<file path="src/rtl/ex_mem_pipe.sv">
// EX/MEM pipeline register: captures execute results, generates a one-shot fetch
// redirect, exposes an EX-to-EX forwarding source, and tracks sticky halt/error.
module ex_mem_pipe (
  input  logic        clk,
  input  logic        rst,
  input  logic        valid_in,
  input  logic        stall_in,
  input  logic        flush_in,
  input  logic [15:0] aluOutput_in,
  input  logic [15:0] storeData_in,
  input  logic [15:0] updatedPC_in,
  input  logic [15:0] next_PC_normal_in,
  input  logic [2:0]  writeRegister_in,
  input  logic        regWrite_in,
  input  logic        memRead_in,
  input  logic        memWrite_in,
  input  logic        memToReg_in,
  input  logic        reg7_En_in,
  input  logic        branchingPCEnable_in,
  input  logic        halt_in,
  output logic [15:0] aluOutput_out,
  output logic [15:0] storeData_out,
  output logic [15:0] linkPC_out,
  output logic [2:0]  writeRegister_out,
  output logic        regWrite_out,
  output logic        memRead_out,
  output logic        memWrite_out,
  output logic        memToReg_out,
  output logic        reg7_En_out,
  output logic        valid_out,
  output logic        redirect_out,
  output logic [15:0] redirectPC_out,
  output logic        fwdValid_out,
  output logic [2:0]  fwdReg_out,
  output logic [15:0] fwdData_out,
  output logic        halted_out,
  output logic        err_out
);

  // state  | meaning
  // IDLE   | held instruction has not yet issued its redirect pulse (redirDone=0)
  // PULSED | redirect already issued; held under stall until next load/flush
  typedef enum logic {IDLE, PULSED} redir_state_e;

  redir_state_e redir_q, redir_d;
  logic [15:0] alu_q, alu_d, store_q, store_d, link_q, link_d, rpc_q, rpc_d;
  logic [2:0]  wreg_q, wreg_d;
  logic        regwrite_q, regwrite_d, memread_q, memread_d, memwrite_q, memwrite_d;
  logic        memtoreg_q, memtoreg_d, reg7_q, reg7_d, valid_q, valid_d;
  logic        branch_q, branch_d, halted_q, halted_d, err_q, err_d;
  logic        load, illegal, eff_valid, redirect;

  always_comb begin
    load      = !flush_in && !stall_in;
    illegal   = valid_in && !halted_q && memRead_in && memWrite_in;
    eff_valid = valid_in && !halted_q && !illegal;
    redirect  = valid_q && branch_q && (redir_q == IDLE);
  end

  always_comb begin
    alu_d      = alu_q;
    store_d    = store_q;
    link_d     = link_q;
    rpc_d      = rpc_q;
    wreg_d     = wreg_q;
    regwrite_d = regwrite_q;
    memread_d  = memread_q;
    memwrite_d = memwrite_q;
    memtoreg_d = memtoreg_q;
    reg7_d     = reg7_q;
    valid_d    = valid_q;
    branch_d   = branch_q;
    halted_d   = halted_q;
    err_d      = err_q;
    if (flush_in) begin
      valid_d    = 1'b0;
      regwrite_d = 1'b0;
      memread_d  = 1'b0;
      memwrite_d = 1'b0;
      memtoreg_d = 1'b0;
      reg7_d     = 1'b0;
      branch_d   = 1'b0;
      rpc_d      = 16'h0000;
    end else if (load) begin
      // Data fields are captured even for bubbles; only control is squashed.
      alu_d      = aluOutput_in;
      store_d    = storeData_in;
      link_d     = next_PC_normal_in;
      wreg_d     = writeRegister_in;
      valid_d    = eff_valid;
      regwrite_d = eff_valid && regWrite_in;
      memread_d  = eff_valid && memRead_in;
      memwrite_d = eff_valid && memWrite_in;
      memtoreg_d = eff_valid && memToReg_in;
      reg7_d     = eff_valid && reg7_En_in;
      branch_d   = eff_valid && branchingPCEnable_in;
      rpc_d      = eff_valid ? updatedPC_in : 16'h0000;
      halted_d   = halted_q || (eff_valid && halt_in);
      err_d      = err_q || illegal;
    end
  end

  always_comb begin
    redir_d = redir_q;
    if (flush_in || !stall_in) redir_d = IDLE;
    else if (redirect)         redir_d = PULSED;
  end

  always_ff @(posedge clk) begin
    if (rst) begin
      redir_q    <= IDLE;
      alu_q      <= '0;
      store_q    <= '0;
      link_q     <= '0;
      rpc_q      <= '0;
      wreg_q     <= '0;
      regwrite_q <= 1'b0;
      memread_q  <= 1'b0;
      memwrite_q <= 1'b0;
      memtoreg_q <= 1'b0;
      reg7_q     <= 1'b0;
      valid_q    <= 1'b0;
      branch_q   <= 1'b0;
      halted_q   <= 1'b0;
      err_q      <= 1'b0;
    end else begin
      redir_q    <= redir_d;
      alu_q      <= alu_d;
      store_q    <= store_d;
      link_q     <= link_d;
      rpc_q      <= rpc_d;
      wreg_q     <= wreg_d;
      regwrite_q <= regwrite_d;
      memread_q  <= memread_d;
      memwrite_q <= memwrite_d;
      memtoreg_q <= memtoreg_d;
      reg7_q     <= reg7_d;
      valid_q    <= valid_d;
      branch_q   <= branch_d;
      halted_q   <= halted_d;
      err_q      <= err_d;
    end
  end

  always_comb begin
    aluOutput_out     = alu_q;
    storeData_out     = store_q;
    linkPC_out        = link_q;
    writeRegister_out = wreg_q;
    regWrite_out      = regwrite_q;
    memRead_out       = memread_q;
    memWrite_out      = memwrite_q;
    memToReg_out      = memtoreg_q;
    reg7_En_out       = reg7_q;
    valid_out         = valid_q;
    redirect_out      = redirect;
    redirectPC_out    = rpc_q;
    fwdValid_out      = valid_q && regwrite_q && !memread_q;
    fwdReg_out        = wreg_q;
    fwdData_out       = reg7_q ? link_q : alu_q;
    halted_out        = halted_q;
    err_out           = err_q;
  end

endmodule

</file>
<file path="config.mk">
export PLATFORM = sky130hd
export DESIGN_NAME = ex_mem_pipe
export DESIGN_NICKNAME = d
export VERILOG_FILES = /design/src/rtl/ex_mem_pipe.sv
export SDC_FILE = /design/constraint.sdc
export NUM_CORES = 1
export LEC_CHECK = 0
export BUFFER_PORTS_ARGS = -buffer_cell sky130_fd_sc_hd__buf_2
export CAP_MARGIN = 20
export CORE_MARGIN = 1.5
export CORE_UTILIZATION = 39
export DETAILED_ROUTE_END_ITERATION = 6
export HOLD_SLACK_MARGIN = 0.05
export PLACE_DENSITY = 0.85
export SYNTH_ARGS = -nofsm -noshare
export SYNTH_HDL_FRONTEND = slang
export SYNTH_SLANG_ARGS = --single-unit
</file>
<file path="constraint.sdc">
create_clock -name clk -period 1.09 [get_ports clk]
set_input_delay 0.1635 -clock clk [delete_from_list [all_inputs] [get_ports clk]]
set_output_delay 0.1635 -clock clk [all_outputs]
set_load 0.01 [all_outputs]
</file>
==> results of run 1 <==
-- kinds of logic after synthesis --
logic type      count (synthesis)  synth area share (%)
compound gates                 77                  16.3
buf+inv                        33                  5.69
flops                          77                  53.1
mux                            16                  6.20
simple gates                  136                  18.7
-- where the power goes --
group | internal (mW) | leakage (nW) | switching, mW | total (mW)
Combinational | 0.442 | 1.43 | 0.425 | 0.867
Clock | 0.809 | 0.0808 | 1.04 | 1.85
Sequential | 2.90 | 0.631 | 0.0680 | 2.97
Total | 4.15 | 2.14 | 1.53 | 5.69
-- worst max-delay path, cell delays in order (launching register included) --
cell and delay, ns:
dfxtp_4 0.41, buf_12 0.16, mux2_4 0.32, buf_6 0.13
-- flip-flops by register name (all words and copies together) (netlist names) --
name            count
aluOutput_out      16
branch_q            1
err_out             1
fwdReg_out          3
halted_out          1
linkPC_out         16
memRead_out         1
memToReg_out        1
memWrite_out        1
redir_q             1
redirectPC_out     16
reg7_En_out         1
regWrite_out        1
storeData_out      16
valid_out           1
-- placed cells by master (no fill, tap or decap), drive strengths merged --
master | netlist | routed
and3b | 1 | 1
a31oi | 2 | 2
clkbuf | 14 | 9
inv | 2 | 2
nor2 | 27 | 27
or2 | 2 | 2
dlygate4sd3 | 0 | 14
nand2 | 104 | 104
a22oi | 1 | 1
diode | 0 | 1
clkinv | 0 | 4
buf | 17 | 199
dfxtp | 77 | 77
nor3b | 1 | 1
a21oi | 52 | 52
a32oi | 22 | 22
nor4b | 1 | 1
mux2 | 16 | 16
clkinvlp | 0 | 3
-- metal layers --
metal	vias to the layer above	routed length, um	track usage (%)
li1	1524	-	-
met1	1470	3560	23.3
met2	141	4930	38.6
met3	23	596	5.82
met4	0	210	10.2
met5	-	0	0
-- cell type report --
class / count / area (um^2) / share of cell area (%)
diodes: 1 / 2.50 / 0.0542
clock buffers: 9 / 124 / 2.68
clock inverters: 7 / 42.5 / 0.921
inverters: 2 / 7.51 / 0.163
multi-input cells: 229 / 1330 / 28.8
flip-flops and latches: 77 / 1560 / 33.7
well taps: 99 / 124 / 2.68
repair buffers: 213 / 1430 / 31.0
-- timing repair --
| action | in CTS | in global routing |
|---|---|---|
| endpoints found under the hold margin | 12 | 2 |
| cloned | 1 | 2 |
| pin swaps | 1 | 18 |
| hold buffers | 12 | 2 |
| buffers inserted | 1 | 4 |
| gates resized for setup | 40 | 21 |
| endpoints found under the setup margin | 19 | 45 |
-- metrics by stage --
stage	setup TNS, ns	total power, mW
6_report	-10.23	5.69
5_1_grt	-11.77	5.96
4_1_cts	-7.02	5.68
3_5_place_dp	-4.03	3.75
3_3_place_gp	-1.53	3.73
2_1_floorplan	-0.654	3.38
-- worst paths after layout --
path / start / endpoint / slack, ns
worst min register to register: storeData_out[12]$_SDFFE_PP0P_ / storeData_out[12]$_SDFFE_PP0P_ / 0.45
worst min-delay path: next_PC_normal_in[4] / linkPC_out[4]$_SDFFE_PP0P_ / 0.06
worst max register to register: halted_out$_SDFFE_PP0P_ / redirectPC_out[5]$_SDFFE_PP0P_ / -0.18
worst max-delay path: reg7_En_out$_SDFFE_PP0P_ / fwdData_out[8] / -0.43
==> results.json, run 1 <==
{
  "globalRoute.totalOverflow": 0,
  "dp_hpwl_um": 5840,
  "fin_crit_sh_pct": 140,
  "drcViolationCount": 0,
  "layout.nets": 611,
  "maxSlewViolCount": 0,
  "period_needed_ns": 1.52,
  "avgViaCountPerCell": 4.96,
  "hold_viol": 0,
  "cts_buffers": 9,
  "coreArea_um2": 7210,
  "drtIter0Drc": 158,
  "synth_seq_cells": 77,
  "ys_seq_area_share_pct": 53.1,
  "drv_cap": 0,
  "fin_cells": 637,
  "synth_fp_nets": 418,
  "fmax_mhz": 657,
  "rr_worst_depth": 5,
  "areaGrowthSynthToFinish_pct": 59.1,
  "drive_gt1_share_pct": 46.2,
  "required_ns": 0.93,
  "stdcell_area_um2": 4620,
  "postSynthCellCount": 339,
  "timing.hold.ws_ns": 0.0568,
  "routedWlPerCell_um": 14.6,
  "setup_ws_ns": -0.433,
  "num_vias": 3158,
  "clkTransAtPathRegs_ns": 0.08,
  "grt_use_total_pct": 21.5,
  "yosysMostFrequentCell": "nand2_1",
  "peakVddDrop_uv": 620,
  "netlist_area_um2": 2900,
  "io_buffers": 174,
  "cts-root-buf": "clkbuf_8",
  "cts_buffer_depth": 2,
  "postRouteAntennaNets": 0,
  "grt_antenna_before_repair": 1,
  "clkSinkCount": 77,
  "synth_edf_count": 0,
  "die_height_um": 89.3,
  "crit_fanout": 8,
  "row_count": 31,
  "relSlewSlack_pct": 76.9,
  "hp-class": "primary input to register",
  "synth.avg_cell_area_um2": 8.57,
  "placed_cells": 598,
  "cp.arrival_ns": 1.36,
  "grt_setup_unrepaired": "true",
  "critPathCaptureType": "output port",
  "synthFlopType": "dfxtp_1",
  "outcome": "complete, but fails checks",
  "leakagePower_nw": 2.14,
  "crit_type": "register to output port",
  "violations": "setup timing",
  "grt_max_degree": 38,
  "chipWidth_um": 89.3,
  "synthDistinctLibCells": 17,
  "async_flop_share_pct": 0,
  "dr.pass1.iters": 4,
  "clk_latency_ns": 0.34,
  "io_pins": 175,
  "synth.top_cells.by_area": "dfxtp_1, nand2_1, a21oi_1",
  "worstMarginPinSlew_ns": 0.346,
  "clock_skew_ns": 0.00654,
  "start_kind": "register",
  "min_path_cells": 3,
  "start_util_pct": 40.3,
  "cellPowerDensity_nw_per_um2": 1230,
  "cts_tree": "yes",
  "post-route-util_pct": 64.0,
  "dpl_cell_area_um2": 3950,
  "yosys.area.top_type": "dfxtp_1",
  "synth.top_cells.by_count": "nand2_1, dfxtp_1, a21oi_1, nor2_1, a32oi_1",
  "synth_top_area_share_pct": 53.1,
  "fillers": 609,
  "post-place-ws_ns": -0.117,
  "synth_warnings": 0,
  "gp_congestion": 0.753,
  "drt-total-wl_um": 9300,
  "htree_levels": 3,
  "setup_violations": 45,
  "grt_pass1_vias": 2912,
  "grt_pass1_wl_um": 13100,
  "die_area_um2": 7970
}
Power figures use the tool's default switching activity.
==> run 2, diff against run 1 <==
Settings changed: CORE_ASPECT_RATIO set to 0.75.
==> run 2 against run 1 <==
Net effect:
- the flow still finishes with violations (setup timing)
- register-to-register slack better by 0.05 ns
- clock skew decreased by 0.0035 ns
- global-route usage grew 1.6 points
- clock power is 39% higher
- power rose by 13%
- maximum frequency increased by 1.9%
- critical endpoint is now fwdData_out[5]
- largest power group unchanged
- highest routed layer unchanged
==> results.json, run 2 (same netlist as run 1, synthesis figures left out) <==
{
  "outcome": "complete, but fails checks",
  "violations": "setup timing",
  "cts_tree": "yes",
  "maxSlewViolCount": 0,
  "setup_ws_ns": -0.404,
  "gp_congestion": 0.735,
  "fillers": 564,
  "critPathCaptureType": "output port",
  "diodes": 0,
  "routedWlPerCell_um": 14.5,
  "grt_setup_unrepaired": "true",
  "seq_area_um2": 1560,
  "multi_input_area_um2": 1350,
  "fin_crit_sh_pct": 137,
  "coreArea_um2": 7260,
  "crit_type": "register to output port",
  "crit_fanout": 8,
  "drt-total-wl_um": 9390,
  "start_util_pct": 40.0,
  "most-common-layout-cells": "buf_2, nand2_1, dfxtp_1",
  "drive_gt1_share_pct": 46.1,
  "period_needed_ns": 1.49,
  "pwr-share-comb_pct": 14.2,
  "cp.arrival_ns": 1.33,
  "layout.nets": 621,
  "io_buffers": 174,
  "cellPowerDensity_nw_per_um2": 1320,
  "grt_max_degree": 44,
  "clockPowerShare_pct": 39.7,
  "fmax_mhz": 669,
  "htree_levels": 3,
  "setup_violations": 45,
  "clkTransAtPathRegs_ns": 0.08,
  "io_pins": 175,
  "peakVddDrop_uv": 900,
  "chipWidth_um": 103,
  "grt_antenna_before_repair": 0,
  "grt_use_total_pct": 23.1,
  "hold_viol": 0,
  "leakagePower_nw": 2.24,
  "final_common_cell": "buf_2",
  "post-place-ws_ns": -0.159,
  "drtIter0Drc": 82,
  "grt_pass1_vias": 3045,
  "start_kind": "register",
  "clkSinkCount": 77,
  "areaGrowthSynthToFinish_pct": 68.1,
  "setup_tns_ns": -9.31,
  "row_count": 27,
  "switching_share_pct": 23.2,
  "cts_buffer_depth": 2,
  "clock_skew_ns": 0.00306,
  "relSlewSlack_pct": 70.6,
  "num_vias": 3194,
  "p_int_mw": 4.96,
  "cts_buffers": 9,
  "worstMarginPinSlew_ns": 0.442,
  "grt_pass1_wl_um": 14200,
  "dr.pass1.iters": 5,
  "seq_power_share_pct": 46.0,
  "drcViolationCount": 0,
  "switchingPower_mw": 1.49,
  "drv_cap": 0,
  "postRouteAntennaNets": 0,
  "required_ns": 0.93,
  "hp-class": "primary input to register",
  "die_area_um2": 7980,
  "avgViaCountPerCell": 4.93,
  "cts-root-buf": "clkbuf_8",
  "globalRoute.totalOverflow": 0,
  "dp_hpwl_um": 5850,
  "clk_latency_ns": 0.33,
  "die_height_um": 77.7
}
## run 2: cell count changes in the layout (fill, tap and decap cells not counted), sizes merged
cell	before	now
dlygate4sd3	14	24
bufinv	0	3
clkinv	4	1
clkbuf	9	10
clkinvlp	3	2
diode	1	0
## run 2: final cells by class
class | instances | share of cell area (%)
clock buffer | 10 | 2.82
clock inverter | 6 | 2.26
inverter | 2 | 0.154
multi-input combinational | 229 | 27.7
sequential | 77 | 31.9
tap | 101 | 2.59
timing repair buffer | 223 | 32.6
## run 2: power by group through the flow
| stage | Clock [mW] | Combinational, mW | Sequential [mW] |
|---|---|---|---|
| after floorplan | 0 | 0.303 | 3.08 |
| after global placement | 0 | 0.704 | 3.03 |
| after detailed placement | 0 | 0.720 | 3.04 |
| after CTS | 2.65 | 0.894 | 2.97 |
| after global routing | 2.76 | 1.00 | 2.98 |
| final | 2.57 | 0.920 | 2.97 |
## run 2: critical path, stage by stage (launching register included)
cell,delay (ns)
dfxtp_4,0.41
buf_12,0.15
mux2_4,0.31
buf_6,0.12
## run 2: stage by stage
stage	instances	utilization, %	area (um^2)	hold slack [ns]	power, mW
3_5_place_dp	598	54.4	3950	0.410	3.76
5_1_grt	648	67.2	4880	0.0545	6.75
2_1_floorplan	339	-	2920	0.299	3.38
3_3_place_gp	598	54.4	3950	0.404	3.73
4_1_cts	646	66.0	4790	0.0501	6.52
6_report	648	67.2	4880	0.0707	6.46
## run 2: metal layers
metal	part of all wire (%)	vias to the layer above	global-route usage, %
li1	-	1547	-
met1	40	1490	24.6
met2	51	133	42.1
met3	6.1	24	6.94
met4	3.0	0	9.18
met5	0	-	0
## run 2: worst paths after layout
check / from / to / slack (ns) / depth (start not counted)
min: next_PC_normal_in[8] / linkPC_out[8]$_SDFFE_PP0P_ / 0.07 / 3
max: reg7_En_out$_SDFFE_PP0P_ / fwdData_out[5] / -0.40 / 3
min reg2reg: storeData_out[11]$_SDFFE_PP0P_ / storeData_out[11]$_SDFFE_PP0P_ / 0.45 / 2
max reg2reg: halted_out$_SDFFE_PP0P_ / err_out$_SDFFE_PP0P_ / -0.13 / 5
## run 2: timing repair
| item | CTS | global route |
|---|---|---|
| gates resized for setup | 47 | 19 |
| endpoints found under the hold margin | 24 | 0 |
| cloned | 4 | 0 |
| hold buffers | 24 | 0 |
| endpoints found under the setup margin | 42 | 46 |
| pin swaps | 3 | 22 |
| setup buffers | 4 | 5 |
